==> config.mk <==
export PLATFORM = sky130hd
export DESIGN_NAME = bit_counter_stream
export DESIGN_NICKNAME = d
export VERILOG_FILES = /design/src/rtl/bit_counter_pkg.sv /design/src/rtl/bit_chunk_count.sv /design/src/rtl/bit_counter_stream.sv
export SDC_FILE = /design/constraint.sdc
export NUM_CORES = 1
export LEC_CHECK = 0
export BUFFER_PORTS_ARGS = -buffer_cell sky130_fd_sc_hd__buf_2
export CAP_MARGIN = 0
export CORE_MARGIN = 3
export CORE_UTILIZATION = 57
export DETAILED_ROUTE_END_ITERATION = 10
export PLACE_DENSITY = 0.82
export SKIP_LAST_GASP = 1
export SYNTH_ARGS = -nofsm -noshare
export SYNTH_HDL_FRONTEND = slang
export SYNTH_SLANG_ARGS = --single-unit
==> constraint.sdc <==
create_clock -name clk -period 3.85 [get_ports clk]
set_clock_uncertainty 0.2 [all_clocks]
set_input_delay 0.385 -clock clk [delete_from_list [all_inputs] [get_ports clk]]
set_output_delay 0.385 -clock clk [all_outputs]
set_load 0.05 [all_outputs]
==> src/rtl/bit_counter_pkg.sv <==
// Shared types and helpers for the streaming bit counter.
package bit_counter_pkg;

   typedef enum logic [1:0] {IDLE, SCAN, DONE} state_t;
   typedef enum logic [1:0] {ONES, ZEROS, LEGACY, LZ} mode_t;

   // popcnt works on a fixed-width view; callers zero-extend narrower chunks.
   localparam int POP_MAX = 64;
   localparam int POP_W   = 7;

   function automatic logic [POP_W-1:0] popcnt(input logic [POP_MAX-1:0] v);
      logic [POP_W-1:0] n;
      n = '0;
      for (int b = 0; b < POP_MAX; b++) begin
         n = n + POP_W'(v[b]);
      end
      return n;
   endfunction

endpackage

==> src/rtl/bit_chunk_count.sv <==
// Combinational per-chunk contribution for every counting mode.
module bit_chunk_count
   import bit_counter_pkg::*;
#(
   parameter int  STEP = 1,
   localparam int SW   = $clog2(STEP + 1)
) (
   input  logic [STEP-1:0] chunk,
   input  mode_t           mode,
   input  logic            legacy_msb,
   input  logic            mask,
   output logic [SW-1:0]   inc,
   output logic            lz_reset,
   output logic [SW-1:0]   lz_value
);

   logic [STEP-1:0] chunk_m;
   logic [SW-1:0]   ones;
   logic [SW-1:0]   valid_bits;
   logic [SW-1:0]   zeros;

   always_comb begin
      chunk_m = chunk;
      if (mask) begin
         chunk_m[STEP-1] = 1'b0;
      end
   end

   // A masked bit is neither a one nor a zero.
   assign ones       = SW'(popcnt(POP_MAX'(chunk_m)));
   assign valid_bits = mask ? SW'(STEP - 1) : SW'(STEP);
   assign zeros      = valid_bits - ones;

   // Ascending scan: the last hit is the highest set bit.
   always_comb begin
      lz_value = '0;
      for (int b = 0; b < STEP; b++) begin
         if (chunk[b]) begin
            lz_value = SW'(STEP - 1 - b);
         end
      end
   end

   assign lz_reset = (mode == LZ) && (|chunk);

   always_comb begin
      inc = '0;
      case (mode)
         ONES:    inc = ones;
         ZEROS:   inc = zeros;
         LEGACY:  inc = legacy_msb ? ones : zeros;
         LZ:      inc = (|chunk) ? '0 : SW'(STEP);
         default: inc = '0;
      endcase
   end

endmodule

==> src/rtl/bit_counter_stream.sv <==
// Multi-mode serial bit counter: word in over Valid/Ready, STEP bits scanned per cycle, count out over OutValid/OutReady.
module bit_counter_stream
   import bit_counter_pkg::*;
#(
   parameter int WIDTH = 8,
   parameter int STEP  = 1,
   parameter int CW    = $clog2(WIDTH + 1)
) (
   input  logic             clk,
   input  logic             rst,
   input  logic             Valid,
   output logic             Ready,
   input  logic [WIDTH-1:0] DataIn,
   input  logic [1:0]       Mode,
   output logic             OutValid,
   input  logic             OutReady,
   output logic [CW-1:0]    DataOut
);

   localparam int N  = WIDTH / STEP;
   localparam int IW = (N > 1) ? $clog2(N) : 1;
   localparam int SW = $clog2(STEP + 1);

   generate
      if (WIDTH < 2 || (WIDTH % STEP) != 0 || STEP > POP_MAX) begin : g_bad_params
         $error("bit_counter_stream: WIDTH must be >= 2 and STEP must divide WIDTH");
      end
   endgenerate

   state_t           state_reg, state_next;
   mode_t            mode_reg;
   logic [WIDTH-1:0] word_reg;
   logic [IW-1:0]    idx_reg;
   logic [CW-1:0]    count_reg;
   logic [CW-1:0]    count_next;
   logic [CW-1:0]    out_reg;

   logic [STEP-1:0]  chunks [N];
   logic [STEP-1:0]  chunk;
   logic             last_chunk;
   logic [SW-1:0]    inc;
   logic             lz_reset;
   logic [SW-1:0]    lz_value;

   for (genvar gi = 0; gi < N; gi++) begin : g_chunks
      assign chunks[gi] = word_reg[gi*STEP +: STEP];
   end

   assign chunk      = chunks[idx_reg];
   assign last_chunk = (idx_reg == IW'(N - 1));

   bit_chunk_count #(.STEP(STEP)) u_chunk (
      .chunk      (chunk),
      .mode       (mode_reg),
      .legacy_msb (word_reg[WIDTH-1]),
      .mask       ((mode_reg == LEGACY) && last_chunk),
      .inc        (inc),
      .lz_reset   (lz_reset),
      .lz_value   (lz_value)
   );

   // A set bit in LZ mode restarts the count from that chunk's own leading zeros.
   assign count_next = lz_reset ? CW'(lz_value) : count_reg + CW'(inc);

   always_comb begin
      state_next = state_reg;
      case (state_reg)
         IDLE:    if (Valid)      state_next = SCAN;
         SCAN:    if (last_chunk) state_next = DONE;
         DONE:    if (OutReady)   state_next = IDLE;
         default: state_next = IDLE;
      endcase
   end

   always_ff @(posedge clk) begin
      if (rst) begin
         state_reg <= IDLE;
         mode_reg  <= ONES;
         word_reg  <= '0;
         idx_reg   <= '0;
         count_reg <= '0;
         out_reg   <= '0;
      end else begin
         state_reg <= state_next;
         case (state_reg)
            IDLE: begin
               if (Valid) begin
                  word_reg  <= DataIn;
                  mode_reg  <= mode_t'(Mode);
                  idx_reg   <= '0;
                  count_reg <= '0;
               end
            end
            SCAN: begin
               count_reg <= count_next;
               idx_reg   <= idx_reg + IW'(1);
               if (last_chunk) begin
                  out_reg <= count_next;
               end
            end
            default: ;
         endcase
      end
   end

   assign Ready    = (state_reg == IDLE);
   assign OutValid = (state_reg == DONE);
   assign DataOut  = out_reg;

endmodule
# [After elaboration in Yosys (flattened, before gate mapping)]
# Index checks and enable logic that the tools add are counted.
[classes] n_addsub=3 multipliers=0 n_div=0 n_lt_le_gt_ge=1 eq_ne=9 shift=0 mux=17 bitwise_logic=1 n_reduce_logical=9
[op_table] operator="$mux 4" count=2
[op_table] operator="$pmux 4 s2" count=1
[op_table] operator="$eq 2x2->1 const B" count=3
[op_table] operator="$mux 1" count=6
[op_table] operator="$mux 2" count=3
[op_table] operator="$pmux 2 s3" count=1
[op_table] operator="$pmux 3 s2" count=1
[op_table] operator="$reduce_and 2->1" count=3
[op_table] operator="$add 4x1->4" count=1
[op_table] operator="$eq 2x1->1 const B" count=2
[op_table] operator="$ge 4x4->1 const B" count=1
[op_table] operator="$logic_not 2->1" count=2
[op_table] operator="$ne 2x2->1 const B" count=2
[op_table] operator="$not 3->4" count=1
[op_table] operator="$pmux 1 s4" count=1
[op_table] operator="$add 3x1->3 const B" count=1
[op_table] operator="$bmux 1 s3" count=1
[op_table] operator="$eq 3x3->1 const B" count=1
[op_table] operator="$mux 3" count=1
[op_table] operator="$reduce_and 3->1" count=1
[op_table] operator="$logic_and 1x1->1" count=2
[op_table] operator="$ne 2x1->1 const B" count=1
[op_table] operator="$reduce_bool 2->1" count=1
[op_table] operator="$sub 1x1->1" count=1
[word_totals] reg_bits=23 latchBits=0 ram_bits=0 romBits=0 input_bits=14 out_inout_bits=6 elab_cells=46 memories=0

# [Logic depth before layout (Yosys ltp)]
# Gate-level depths: netlist of run 1.
[logic_depth] ltp_word=11 depth_mapped=11 depth_no_buf=11

# [Modules after synthesis]
# Synthesis of run 1 repeated with hierarchy kept, for this count alone.
[hier_totals] cells_unflattened=124 area_unflattened_um2=1114.8
[modules_own_cells] mod="bit_counter_stream" n_inst=1 cells_per_inst=116 area_per_inst_um2=1057.3 seq_area_each_um2=460.4
[modules_own_cells] mod="bit_chunk_count" n_inst=1 cells_per_inst=8 area_per_inst_um2=57.6 seq_area_each_um2=0.0

# [Worst setup path after synthesis of run 1]
# No wires, ideal clock.
[synth_path] path_kind="flip-flop to flip-flop" from="reg idx_reg[0]" to="reg count_reg[3]" setup_ns=0.069 arrival_ns=2.021 required_ns=3.581 path_slack_ns=1.561 stages_incl_launch_ff=10 path_buffers=1 period_less_slack_ns=2.289 path_cell_list="dfxtp_1 buf_4 mux2i_1 mux4_2 a21oi_1 ha_1 nand3_1 xor2_1 or3_1 o21ai_1"
[synth_between] elab_chain_cells=11 elab_cells_between_ends=16 classes_between="2 x add/sub; 1 x eq/ne; 10 x mux; 1 x bitwise; 2 x reduce/logical"
[synth_rtl] item="start, declared" line="bit_counter_stream.sv:33" source="logic [IW-1:0] idx_reg;"
[synth_rtl] item="start signal, assigned" line="bit_counter_stream.sv:96" source="idx_reg <= idx_reg + IW'(1);"
[synth_rtl] item="$not 3->4 (not written as such)" line="bit_counter_stream.sv:49" source="assign chunk = chunks[idx_reg];"
[synth_rtl] item="$bmux 1 s3" line="bit_counter_stream.sv:49"
[synth_rtl] item="$mux 1 (not written as such) (2 in series)" line="bit_counter_stream.sv:49"
[synth_rtl] item="$mux 1" line="bit_chunk_count.sv:24" source="if (mask) begin"
[synth_rtl] item="$sub 1x1->1" line="bit_chunk_count.sv:32" source="assign zeros = valid_bits - ones;"
[synth_rtl] item="$mux 1" line="bit_chunk_count.sv:51" source="LEGACY: inc = legacy_msb ? ones : zeros;"
[synth_rtl] item="$pmux 1 s4" line="bit_chunk_count.sv:48" source="case (mode)"
[synth_rtl] item="$add 4x1->4" line="bit_counter_stream.sv:63" source="assign count_next = lz_reset ? CW'(lz_value) : count_reg + CW'(inc);"
[synth_rtl] item="$mux 4 *" line="bit_counter_stream.sv:63"
[synth_rtl] item="$pmux 4 s2 *" line="bit_counter_stream.sv:85" source="case (state_reg)"
[synth_rtl] item="end signal, assigned" line="bit_counter_stream.sv:95" source="count_reg <= count_next;"
[synth_rtl] item="end, declared" line="bit_counter_stream.sv:34" source="logic [CW-1:0] count_reg;"
# Mark *: on every way between the ends. The rest lies on a longest branch, timed or not. The select of a mux whose other input is x is not followed.
# A chain may end at the register's enable or synchronous reset.

# [Worst setup path after layout of run 1]
# Same ends and word-level chain as after synthesis.

==> flow_summary.rst, run 1 <==
.. list-table::
   :header-rows: 1

   * - Metric
     - Value
   * - Status
     - finished, final reports clean
   * - Switching pwr
     - around 0.11 mW
   * - Count of unresolved DRC violations after routing
     - 0
   * - Register-to-register setup slack
     - 1.36 ns
   * - Number of nets still failing antenna checks after routing
     - 0
   * - Count of final max-slew check failures
     - 0
   * - Largest register FFs
     - 8
   * - Top-area cell type share of the netlist area
     - a little over two fifths
   * - Depth of the CTS H-tree
     - 1
   * - Die height
     - roughly 49 µm
   * - Placeable core area
     - about 1600 µm²
   * - Area Growth Syn to Fin
     - 11.6%
   * - Wire length on met1
     - between 1000 and 1500 µm
   * - Met3 routed WL
     - about 120 µm
   * - Average via count per standard cell
     - ~5.5
   * - Cts repair resizes
     - 0
   * - Start of the worst register-to-register path
     - idx_reg[0]$_SDFFE_PP0P_
   * - Library cell occupying the most area in the post-synthesis netlist
     - dfxtp_1
   * - Worst slew margin relative to its limit
     - between 10% and 20%
   * - Required time worst endpoint
     - approximately 4 ns
   * - Net switching fraction of the power
     - 26.6%
   * - Unrepaired setup endpoints after global routing
     - false
   * - CTS Buf Count
     - 3
   * - Synth Area per Inst
     - ~8.6 µm²
   * - Met2 wire len
     - between 900 and 1000 µm
   * - Relative contribution of sequential cells to total power
     - around three fifths
   * - Launching instance or port of the critical path
     - idx_reg[0]$_SDFFE_PP0P_
   * - CTS max path bufs
     - 2
   * - First-pass GRT wire length
     - around 3800 µm
   * - Width of the die
     - just under 50 µm
   * - Warnings from Yosys
     - 0
   * - Clock sink count
     - 23
   * - Initial core utilization
     - between 60% and 70%
   * - Number of global-route vias before repair
     - 836
   * - Critical Path Source Type
     - register
   * - Top metal layer carrying routed signals
     - met4
   * - Combinational group share of total power
     - about an eighth
   * - Flop and latch count out of synthesis
     - 23
   * - Cell at the root of the clock tree
     - clkbuf_4
   * - Number of distinct library cell variants in the gate-level netlist after synthesis
     - 25
   * - Initial detailed-routing violation count
     - 14
   * - Clock input transition at the sequential cells of the worst setup and hold paths
     - ~0.12 ns
   * - Share of power burned in the clock network
     - 26.2%
   * - Post-CTS Hold Buffers
     - 0
   * - Number of standard cells after synthesis
     - 123
   * - Max_cap viols
     - 0
   * - Sum of net half-perimeters after detailed placement
     - 1440 µm
   * - Boundary Pins
     - 20
   * - Routability congestion estimate
     - roughly 0.74
   * - Total via count in the routed design
     - between 900 and 1,000
   * - Buffers inserted by post-CTS timing repair
     - 0
   * - Tmin final
     - between 2 and 2.5 ns
   * - Slew at the pin closest to its max-slew limit
     - approximately 1.2 ns
   * - Ranking of synthesized cells by area
     - dfxtp_1 43%, nand2_1 8.5%, a21oi_1 8.0%, ha_1 4.7%, nand2b_1 4.1%
   * - Setup Crit Path Kind
     - reg2reg
   * - Clock tree from TritonCTS
     - built
   * - Mean routed wirelength per cell
     - between 10 and 15 µm
   * - Syn_nets
     - roughly 140
   * - Final global-route overflow total
     - 0
   * - Share of post-route cells with drive strength above 1
     - around a fifth
   * - Overall Global Routing Usage
     - 19.5%
   * - Number of nets in the layout
     - roughly 160
   * - Total die area
     - about 2400 µm²
   * - Antenna violations before repair
     - 0
   * - Final setup TNS
     - 0 ns
   * - Hold violation total from the final report
     - 0
   * - Standard-cell rows
     - 14
   * - Area of the mapped netlist
     - roughly 1100 µm²
   * - Worst min path class
     - in2reg
   * - Power density normalized to cell area
     - 353 nW/µm²
   * - Proportion of synthesized chip area in sequential cells
     - between 40 and 50%
   * - Count of final setup violators
     - 0
   * - Min-delay src
     - DataIn[6]
   * - IR drop worst, VDD
     - around 0.25 mV
   * - Highest fanout seen on the critical path
     - 7
   * - Count of TritonRoute iterations in the first routing pass
     - 5
   * - IO Port Bufs
     - 19
   * - ANT cells
     - 0
   * - Clock latency at the later pin of the worst-skew pair
     - around 0.31 ns
   * - Cell Int Power
     - around 0.31 mW
   * - Total Wirelength
     - 2090 µm
   * - Pleak
     - 0.462 nW
   * - Max frequency
     - 401 MHz
   * - Critical path endpoint category
     - register
   * - R2R depth
     - 8
   * - Depth of the worst hold-timing path
     - 3
   * - Crit path DAT
     - 2.55 ns
   * - Pin count of the biggest net entering global routing
     - 29
   * - Period utilisation layout
     - around two thirds
   * - Power after layout
     - 0.418 mW
[layout by cell type, fill, tap and decap left out, drive strengths merged, types with 3 or more instances in the layout]
cell type / synthesis / layout
dfxtp: 23 / 23
clkbuf: 6 / 3
ha: 4 / 4
nand3: 4 / 4
nand2b: 7 / 7
nand3b: 4 / 4
o31ai: 4 / 4
a21oi: 17 / 17
mux2i: 4 / 4
nor2: 7 / 7
nand4b: 3 / 3
buf: 1 / 19
nand2: 25 / 25
[power by group through the flow]
stage	Sequential [mW]	Clock, mW	Combinational (mW)
after global routing	0.257	0.127	0.0600
after detailed placement	0.261	0	0.0526
after CTS	0.256	0.112	0.0528
after floorplan	0.257	0	0.0423
after global placement	0.260	0	0.0515
final	0.256	0.110	0.0530
[path summary, 6_finish.rpt]
| kind | to |
|---|---|
| max reg2reg | count_reg[3]$_SDFFE_PP0P_ |
| max | count_reg[3]$_SDFFE_PP0P_ |
| min reg2reg | word_reg[3]$_SDFFE_PP0P_ |
| min | word_reg[6]$_SDFFE_PP0P_ |
[critical path, stage by stage (launching register included)]
cell     delay (ns)
dfxtp_1        0.53
mux2i_1        0.14
mux4_2         0.54
a21oi_1        0.17
ha_1           0.19
nand3_1        0.09
xor2_1         0.16
or3_1          0.30
o21ai_1        0.12
[routing by layer]
metal	up-vias	GRT usage, %
met2	23	28.3
met4	0	4.27
met5	-	0
li1	465	-
met3	2	7.03
met1	411	27.4
[cell families (layout without fill, tap and decap cells)]
group / Yosys count / in the layout / synth area share [%]
fa+ha+maj: 4 / 4 / 4.72
buf+inv: 7 / 23 / 2.83
mux: 5 / 5 / 5.90
compound gates: 25 / 25 / 13.8
flops: 23 / 23 / 43.4
xor+xnor: 2 / 2 / 1.65
simple gates: 57 / 57 / 27.7
[synthesized netlist by cell type]
master,count
nand2_1,24
dfxtp_1,23
a21oi_1,17
nand2b_1,7
clkbuf_1,6
nor2_1,6
ha_1,4
mux2i_1,4
nand3_1,4
nand3b_1,4
o31ai_1,4
nand4b_1,3
nor2b_1,2
nor3_1,2
nor3b_1,2
o41ai_1,2
buf_4,1
mux4_2,1
nand2_2,1
nor2_4,1
o2111ai_1,1
o21ai_1,1
or3_1,1
xnor2_1,1
xor2_1,1
[layout make-up]
class / count / area [µm²]
clock buffer: 3 / 22.5
clock inverter: 1 / 5.00
fill: 141 / 445
multi-input combinational: 93 / 571
sequential: 23 / 460
tap: 24 / 30.0
timing repair buffer: 19 / 95.1
[stage by stage]
step / std cells / hold slack [ns] / utilization [%] / worst slack [ns] / cell area [µm²]
after detailed placement: 159 / 0.252 / 71.0 / 1.39 / 1160
after global placement: 159 / 0.246 / 71.0 / 1.48 / 1160
after CTS: 163 / 0.0861 / 72.7 / 1.36 / 1180
after global routing: 163 / 0.0754 / 72.7 / 1.18 / 1180
final: 163 / 0.0967 / 72.7 / 1.36 / 1180
after floorplan: 123 / 0.236 / - / 1.56 / 1060
Note: power is estimated with default switching activity, not from simulation.
==> run 2, diff against run 1 <==
--- a/config.mk
+++ b/config.mk
@@ -8,9 +8,9 @@
 export BUFFER_PORTS_ARGS = -buffer_cell sky130_fd_sc_hd__buf_2
 export CAP_MARGIN = 0
 export CORE_MARGIN = 3
-export CORE_UTILIZATION = 57
+export CORE_UTILIZATION = 53
 export DETAILED_ROUTE_END_ITERATION = 10
-export PLACE_DENSITY = 0.82
+export PLACE_DENSITY = 0.77
 export SKIP_LAST_GASP = 1
 export SYNTH_ARGS = -nofsm -noshare
 export SYNTH_HDL_FRONTEND = slang
==> constraint.sdc (replaced) <==
create_clock -name clk -period 2.4 [get_ports clk]
set_clock_uncertainty 0.2 [all_clocks]
set_input_delay 0.24 -clock clk [delete_from_list [all_inputs] [get_ports clk]]
set_output_delay 0.24 -clock clk [all_outputs]
set_load 0.05 [all_outputs]
==> run 2 against run 1 <==
Effect of this change: via count rose by 4.8%; utilization is 1.8 points higher; highest routed layer unchanged; largest power group unchanged; critical endpoint unchanged; sequential share of layout area down 4.3 points; clock power rose by 63%.
==> flow_summary.rst, run 2 (synthesis gave the netlist of run 1 again) <==
.. list-table::
   :header-rows: 1

   * - Metric
     - Value
   * - IO Port Bufs
     - 19 (unchanged)
   * - IR drop worst, VDD
     - 0.439 mV (+75%)
   * - Width of the die
     - 50.7 µm (+3.2%)
   * - Worst min path class
     - in2reg
   * - Pin count of the biggest net entering global routing
     - 29 (unchanged)
   * - Capturing point of the worst reg2reg path
     - count_reg[3]$_SDFFE_PP0P_
   * - Depth of the CTS H-tree
     - 1 (unchanged)
   * - Area Growth Syn to Fin
     - 26.4%
   * - Max frequency
     - 420 MHz (+4.7%)
   * - Final setup TNS
     - 0 ns (unchanged)
   * - Delay of the slowest cell on the worst path
     - 0.50 ns (-0.04 ns)
   * - Clock sink count
     - 23 (unchanged)
   * - Count of TritonRoute iterations in the first routing pass
     - 4 (-1)
   * - Count of unresolved DRC violations after routing
     - 0 (unchanged)
   * - Cell Area, Placed
     - 1170 µm² (+1.4%)
   * - Power density normalized to cell area
     - 519 nW/µm² (+47%)
   * - Net switching fraction of the power
     - 26.7% (+0.090 points)
   * - Placeable core area
     - 1800 µm² (+11%)
   * - Number of nets in the layout
     - 172 (+8.9%)
   * - Clock tree from TritonCTS
     - built
   * - Cell-by-cell trace of the critical path
     - buf_4 -> mux2i_1 -> mux4_2 -> a21oi_2 -> ha_2 -> nand3_1 -> xor2_1 -> or3_1 -> o21ai_1
   * - Total via count in the routed design
     - 944 (+4.8%)
   * - Sum of net half-perimeters after detailed placement
     - 1450 µm (+0.53%)
   * - Highest fanout seen on the critical path
     - 6 (-1)
   * - CTS max path bufs
     - 2 (unchanged)
   * - Most used cells in the layout excluding fill and tap cells
     - 24 x nand2_1, 22 x dfxtp_1, 19 x buf_2
   * - Tmin final
     - 2.38 ns (-0.112 ns)
   * - Depth of the worst hold-timing path
     - 2 (-1)
   * - Leading cell type in the layout, fill and taps excluded
     - nand2_1
   * - Required time worst endpoint
     - 2.46 ns (-1.44 ns)
   * - Family with the most delay on the worst path
     - multiplexers
   * - Switching pwr
     - 0.186 mW (+67%)
   * - Register-to-register setup slack
     - 0.02 ns (-1.34 ns)
   * - First-pass GRT wire length
     - 3840 µm (+2.0%)
   * - Initial detailed-routing violation count
     - 16 (+2)
   * - Number of nets still failing antenna checks after routing
     - 0 (unchanged)
   * - Cell Int Power
     - 0.510 mW (+66%)
   * - Routability congestion estimate
     - 0.821 (+11%)
   * - Mean routed wirelength per cell
     - 12.4 µm (-2.7%)
   * - Critical path buffers and inverters
     - 1 (+1)
   * - Slew at the pin closest to its max-slew limit
     - 0.538 ns (-0.680 ns)
   * - Overall Global Routing Usage
     - 19.8% (+0.24 points)
   * - Pleak
     - 0.525 nW (+14%)
   * - Share of post-route cells with drive strength above 1
     - 22.9% (+4.2 points)
   * - Start of the worst register-to-register path
     - idx_reg[0]$_SDFFE_PP0P_
   * - Relative contribution of sequential cells to total power
     - 58.9% (-2.2 points)
   * - Count of final setup violators
     - 0 (unchanged)
   * - Period utilisation layout
     - 99.3% (+34 points)
   * - Number of global-route vias before repair
     - 880 (+5.3%)
   * - Share of power burned in the clock network
     - 25.7% (-0.5 points)
   * - Slowest library cell on the worst path
     - mux4_2
   * - Setup Crit Path Kind
     - reg2reg
   * - Clock latency at the later pin of the worst-skew pair
     - 0.31 ns (about the same)
   * - Initial core utilization
     - 58.9% (-6.2 points)
   * - Total die area
     - 2570 µm² (+6.6%)
   * - Total Wirelength
     - 2220 µm (+6.3%)
   * - Cell at the root of the clock tree
     - clkbuf_4
   * - Crit path DAT
     - 2.44 ns (-0.11 ns)
   * - Max_cap viols
     - 0 (unchanged)
   * - Antenna violations before repair
     - 0 (unchanged)
   * - R2R depth
     - 9 (+1)
   * - Standard-cell rows
     - 15 (+1)
   * - Count of final max-slew check failures
     - 0 (unchanged)
   * - Average via count per standard cell
     - 5.30 (-4.1%)
   * - Status
     - finished, final reports clean
   * - Clock input transition at the sequential cells of the worst setup and hold paths
     - 0.12 ns (about the same)
   * - Worst hold path endpoint
     - idx_reg[0]$_SDFFE_PP0P_
   * - Critical path endpoint category
     - register
   * - CTS Buf Count
     - 3 (unchanged)
   * - Critical Path Source Type
     - register
   * - Hold violation total from the final report
     - 0 (unchanged)
   * - Min-delay src
     - rst
   * - Boundary Pins
     - 20 (unchanged)
   * - Final Instance Area
     - 1340 µm² (+13%)
   * - Final global-route overflow total
     - 0 (unchanged)
   * - Largest register FFs
     - 8 (unchanged)
   * - Unrepaired setup endpoints after global routing
     - true
   * - Die height
     - 50.7 µm (+3.2%)
   * - Worst slew margin relative to its limit
     - 64.1% (+45 points)
   * - Combinational group share of total power
     - 15.5% (+2.8 points)
   * - Layout filler cell count
     - 140 (-0.71%)
   * - ANT cells
     - 0 (unchanged)
-- run 2: cell count changes in the layout (fill, tap and decap cells not counted), moves of 2 or more --
cell / delta
a21oi_1: -2
buf_4: +3
dlygate4sd3_1: +11
ha_1: -2
a21oi_2: +2
ha_2: +2
-- run 2: routing by layer --
metal	wire length [µm]	vias to the layer above	share of wire, %	track usage (%)
met1	1130	429	51	26.6
met5	0	-	0	0
met2	965	19	44	30.9
li1	-	491	-	-
met3	83	5	3.7	3.86
met4	42	0	1.9	8.07
-- run 2: worst max-delay path by stage --
stage / startpoint / endpoint / slack (ns) / cells past startpoint
2_1_floorplan: idx_reg[0]$_SDFFE_PP0P_ / count_reg[3]$_SDFFE_PP0P_ / 0.11 / 9
3_3_place_gp: idx_reg[0]$_SDFFE_PP0P_ / count_reg[3]$_SDFFE_PP0P_ / 0.06 / 11
3_5_place_dp: idx_reg[0]$_SDFFE_PP0P_ / count_reg[3]$_SDFFE_PP0P_ / -0.01 / 11
4_1_cts: idx_reg[0]$_SDFFE_PP0P_ / count_reg[3]$_SDFFE_PP0P_ / 0.02 / 11
5_1_grt: idx_reg[0]$_SDFFE_PP0P_ / count_reg[3]$_SDFFE_PP0P_ / -0.12 / 9
6_report: idx_reg[0]$_SDFFE_PP0P_ / count_reg[3]$_SDFFE_PP0P_ / 0.02 / 9
-- run 2: final cells by class --
type | count | area [µm²] | area share, %
clock buffers | 3 | 22.5 | 1.68
clock inverters | 1 | 5.00 | 0.373
multi-input cells | 93 | 591 | 44.0
flip-flops and latches | 23 | 464 | 34.6
well taps | 25 | 31.3 | 2.33
repair buffers | 33 | 228 | 17.0
-- run 2: power groups by stage --
stage / Clock, mW / Sequential [mW] / Combinational (mW)
floorplan: 0 / 0.413 / 0.0679
global placement: 0 / 0.418 / 0.0863
detailed placement: 0 / 0.419 / 0.0884
CTS: 0.187 / 0.410 / 0.102
global route: 0.205 / 0.412 / 0.123
finish: 0.179 / 0.410 / 0.108
-- run 2: repair_timing --
action,CTS,global route
hold buffers,11,0
setup buffers,0,1
hold endpoints to repair,11,0
endpoints found under the setup margin,2,4
gates resized for setup,1,6
-- run 2: stage by stage --
step	total power [mW]	hold slack, ns	setup slack [ns]	instances	utilization [%]
final	0.696	0.157	0.0170	178	74.4
after global routing	0.740	0.163	-0.117	178	74.4
after CTS	0.699	0.135	0.0199	177	72.8
after detailed placement	0.507	0.251	-0.00971	162	65.1
after global placement	0.504	0.248	0.0551	162	65.1
after floorplan	0.481	0.176	0.111	123	-
-- run 2: worst reg2reg max path, cell delays in order, from the launching register on --
cell and delay [ns]:
dfxtp_4 0.39, buf_4 0.14, mux2i_1 0.11, mux4_2 0.50, a21oi_2 0.14, ha_2 0.18, nand3_1 0.09, xor2_1 0.17
or3_1 0.30, o21ai_1 0.11
==> run 3, diff against run 2 <==
--- a/config.mk
+++ b/config.mk
@@ -11,6 +11,7 @@
 export CORE_UTILIZATION = 53
 export DETAILED_ROUTE_END_ITERATION = 10
 export PLACE_DENSITY = 0.77
+export RECOVER_POWER = 50
 export SKIP_LAST_GASP = 1
 export SYNTH_ARGS = -nofsm -noshare
 export SYNTH_HDL_FRONTEND = slang
==> run 3 against run 2 <==
Effect of this change: combinational power about the same; worst hold slack got worse by 0.0051 ns; highest routed layer unchanged; die area unchanged; sequential power about the same; clock power about the same.
==> flow_summary.rst, run 3 (synthesis gave the netlist of run 1 again) <==
.. list-table::
   :header-rows: 1

   * - Metric
     - Value
   * - Status
     - finished, final reports clean
   * - Mean routed wirelength per cell
     - 12.4 µm (about the same)
   * - Power density normalized to cell area
     - 522 nW/µm² (+0.46%)
   * - Wire length on met1
     - 1130 µm (about the same)
   * - Leading cell type in the layout, fill and taps excluded
     - nand2_1
   * - Total Wirelength
     - 2220 µm (about the same)
   * - Number of nets in the layout
     - 172 (unchanged)
   * - Cell at the root of the clock tree
     - clkbuf_4
   * - IR drop worst, VDD
     - 0.438 mV (-0.38%)
   * - Max frequency
     - 420 MHz (about the same)
   * - Setup Crit Path Kind
     - reg2reg
   * - Boundary Pins
     - 20 (unchanged)
   * - Count of final max-slew check failures
     - 0 (unchanged)
   * - Depth of the CTS H-tree
     - 1 (unchanged)
   * - Average via count per standard cell
     - 5.29 (-0.32%)
   * - Count of TritonRoute iterations in the first routing pass
     - 4 (unchanged)
   * - Antenna violations before repair
     - 0 (unchanged)
   * - R2R depth
     - 9 (unchanged)
   * - Clock input transition at the sequential cells of the worst setup and hold paths
     - 0.12 ns (about the same)
   * - Pre-CTS worst setup slack
     - -0.00971 ns (unchanged)
   * - Width of the die
     - 50.7 µm (unchanged)
   * - Total die area
     - 2570 µm² (unchanged)
   * - Period utilisation layout
     - 99.3% (about the same)
   * - Pin count of the biggest net entering global routing
     - 29 (unchanged)
   * - Core utilization of the finished layout
     - 74.0% (-0.42 points)
   * - Routability congestion estimate
     - 0.821 (unchanged)
   * - Count of final setup violators
     - 0 (unchanged)
   * - CTS Buf Count
     - 3 (unchanged)
   * - Final global-route overflow total
     - 0 (unchanged)
   * - Highest fanout seen on the critical path
     - 6 (unchanged)
   * - Met3 routed WL
     - 101 µm (+22%)
   * - Layout filler cell count
     - 142 (+1.4%)
   * - Top metal layer carrying routed signals
     - met4
   * - Hold violation total from the final report
     - 0 (unchanged)
   * - Sum of net half-perimeters after detailed placement
     - 1450 µm (unchanged)
   * - ANT cells
     - 0 (unchanged)
   * - Clock latency at the later pin of the worst-skew pair
     - 0.31 ns (about the same)
   * - First-pass GRT wire length
     - 3840 µm (unchanged)
   * - Initial core utilization
     - 58.9% (unchanged)
   * - Critical path endpoint category
     - register
   * - Power after layout
     - 0.696 mW (-0.10%)
   * - Overall Global Routing Usage
     - 19.8% (unchanged)
   * - IO Port Bufs
     - 19 (unchanged)
   * - Clock sink count
     - 23 (unchanged)
   * - Storage element area
     - 464 µm² (unchanged)
   * - Largest register FFs
     - 8 (unchanged)
   * - Max_cap viols
     - 0 (unchanged)
   * - Pleak
     - 0.506 nW (-3.5%)
   * - Met2 wire len
     - 949 µm (-1.7%)
   * - Most used cells in the layout excluding fill and tap cells
     - 25 x nand2_1, 22 x dfxtp_1, 15 x a21oi_1, 15 x buf_2, 11 x dlygate4sd3_1
   * - CTS max path bufs
     - 2 (unchanged)
   * - Final setup TNS
     - 0 ns (unchanged)
   * - Initial detailed-routing violation count
     - 16 (unchanged)
   * - Worst min path class
     - in2reg
   * - Standard-cell rows
     - 15 (unchanged)
   * - Number of nets still failing antenna checks after routing
     - 0 (unchanged)
   * - Placeable core area
     - 1800 µm² (unchanged)
   * - Clock tree from TritonCTS
     - built
   * - Critical Path Source Type
     - register
   * - Smallest hold slack
     - 0.152 ns (-0.00511 ns)
   * - Die height
     - 50.7 µm (unchanged)
   * - Final Worst Setup Slack
     - 0.0177 ns (+0.000649 ns)
   * - Tmin final
     - 2.38 ns (-0.000649 ns)
   * - Slew at the pin closest to its max-slew limit
     - 0.598 ns (+0.0601 ns)
   * - Worst slew margin relative to its limit
     - 60.3% (-3.7 points)
   * - Crit path DAT
     - 2.44 ns (about the same)
   * - Unrepaired setup endpoints after global routing
     - true
   * - Area Growth Syn to Fin
     - 25.7%
   * - Depth of the worst hold-timing path
     - 2 (unchanged)
   * - Required time worst endpoint
     - 2.46 ns (about the same)
   * - Number of global-route vias before repair
     - 880 (unchanged)
   * - Share of post-route cells with drive strength above 1
     - 19.6% (-3.3 points)
   * - Total via count in the routed design
     - 941 (-0.32%)
   * - Area used by multi-input combinational logic
     - 588 µm² (-0.42%)
   * - Count of unresolved DRC violations after routing
     - 0 (unchanged)
[run 3: through the flow]
stage	area, µm²	std cells
5_1_grt	1330	178
3_3_place_gp	1170	162
3_5_place_dp	1170	162
4_1_cts	1310	177
2_1_floorplan	1060	123
6_report	1330	178
[run 3: power breakdown]
| group | leakage [nW] | switching [mW] | internal, mW |
|---|---|---|---|
| Clock | 0.0177 | 0.116 | 0.0624 |
| Combinational | 0.300 | 0.0559 | 0.0515 |
| Sequential | 0.188 | 0.0133 | 0.397 |
| Total | 0.506 | 0.185 | 0.510 |
[run 3: final timing paths]
kind	from	to	slack [ns]
worst max-delay path	idx_reg[0]$_SDFFE_PP0P_	count_reg[3]$_SDFFE_PP0P_	0.02
worst min-delay path	rst	idx_reg[0]$_SDFFE_PP0P_	0.15
worst max register to register	idx_reg[0]$_SDFFE_PP0P_	count_reg[3]$_SDFFE_PP0P_	0.02
worst min register to register	word_reg[5]$_SDFFE_PP0P_	word_reg[5]$_SDFFE_PP0P_	0.27
[run 3: timing repair]
action,4_1_cts,5_1_grt
pin swaps,0,0
endpoints found under the hold margin,11,0
gates resized for setup,1,6
gates cloned,0,0
setup buffers,0,1
setup endpoints to repair,2,4
hold buffers,11,0
[run 3: cell type report]
type	count	share of cell area [%]
clock inverter	1	0.375
tap	25	2.35
timing repair buffer	33	16.7
multi-input combinational	93	44.1
sequential	23	34.8
clock buffer	3	1.69
[run 3: worst max-delay path, cell delays in order, from the launching register on]
cell and delay (ns):
dfxtp_4 0.39, buf_4 0.14, mux2i_1 0.11, mux4_2 0.50, a21oi_2 0.14, ha_2 0.18
nand3_1 0.09, xor2_1 0.17, or3_1 0.30, o21ai_1 0.11
[run 3: metal layers]
| layer | up-vias | GRT usage (%) |
|---|---|---|
| li1 | 490 | - |
| met1 | 421 | 26.6 |
| met2 | 24 | 30.9 |
| met3 | 6 | 3.86 |
| met4 | 0 | 8.07 |
| met5 | - | 0 |
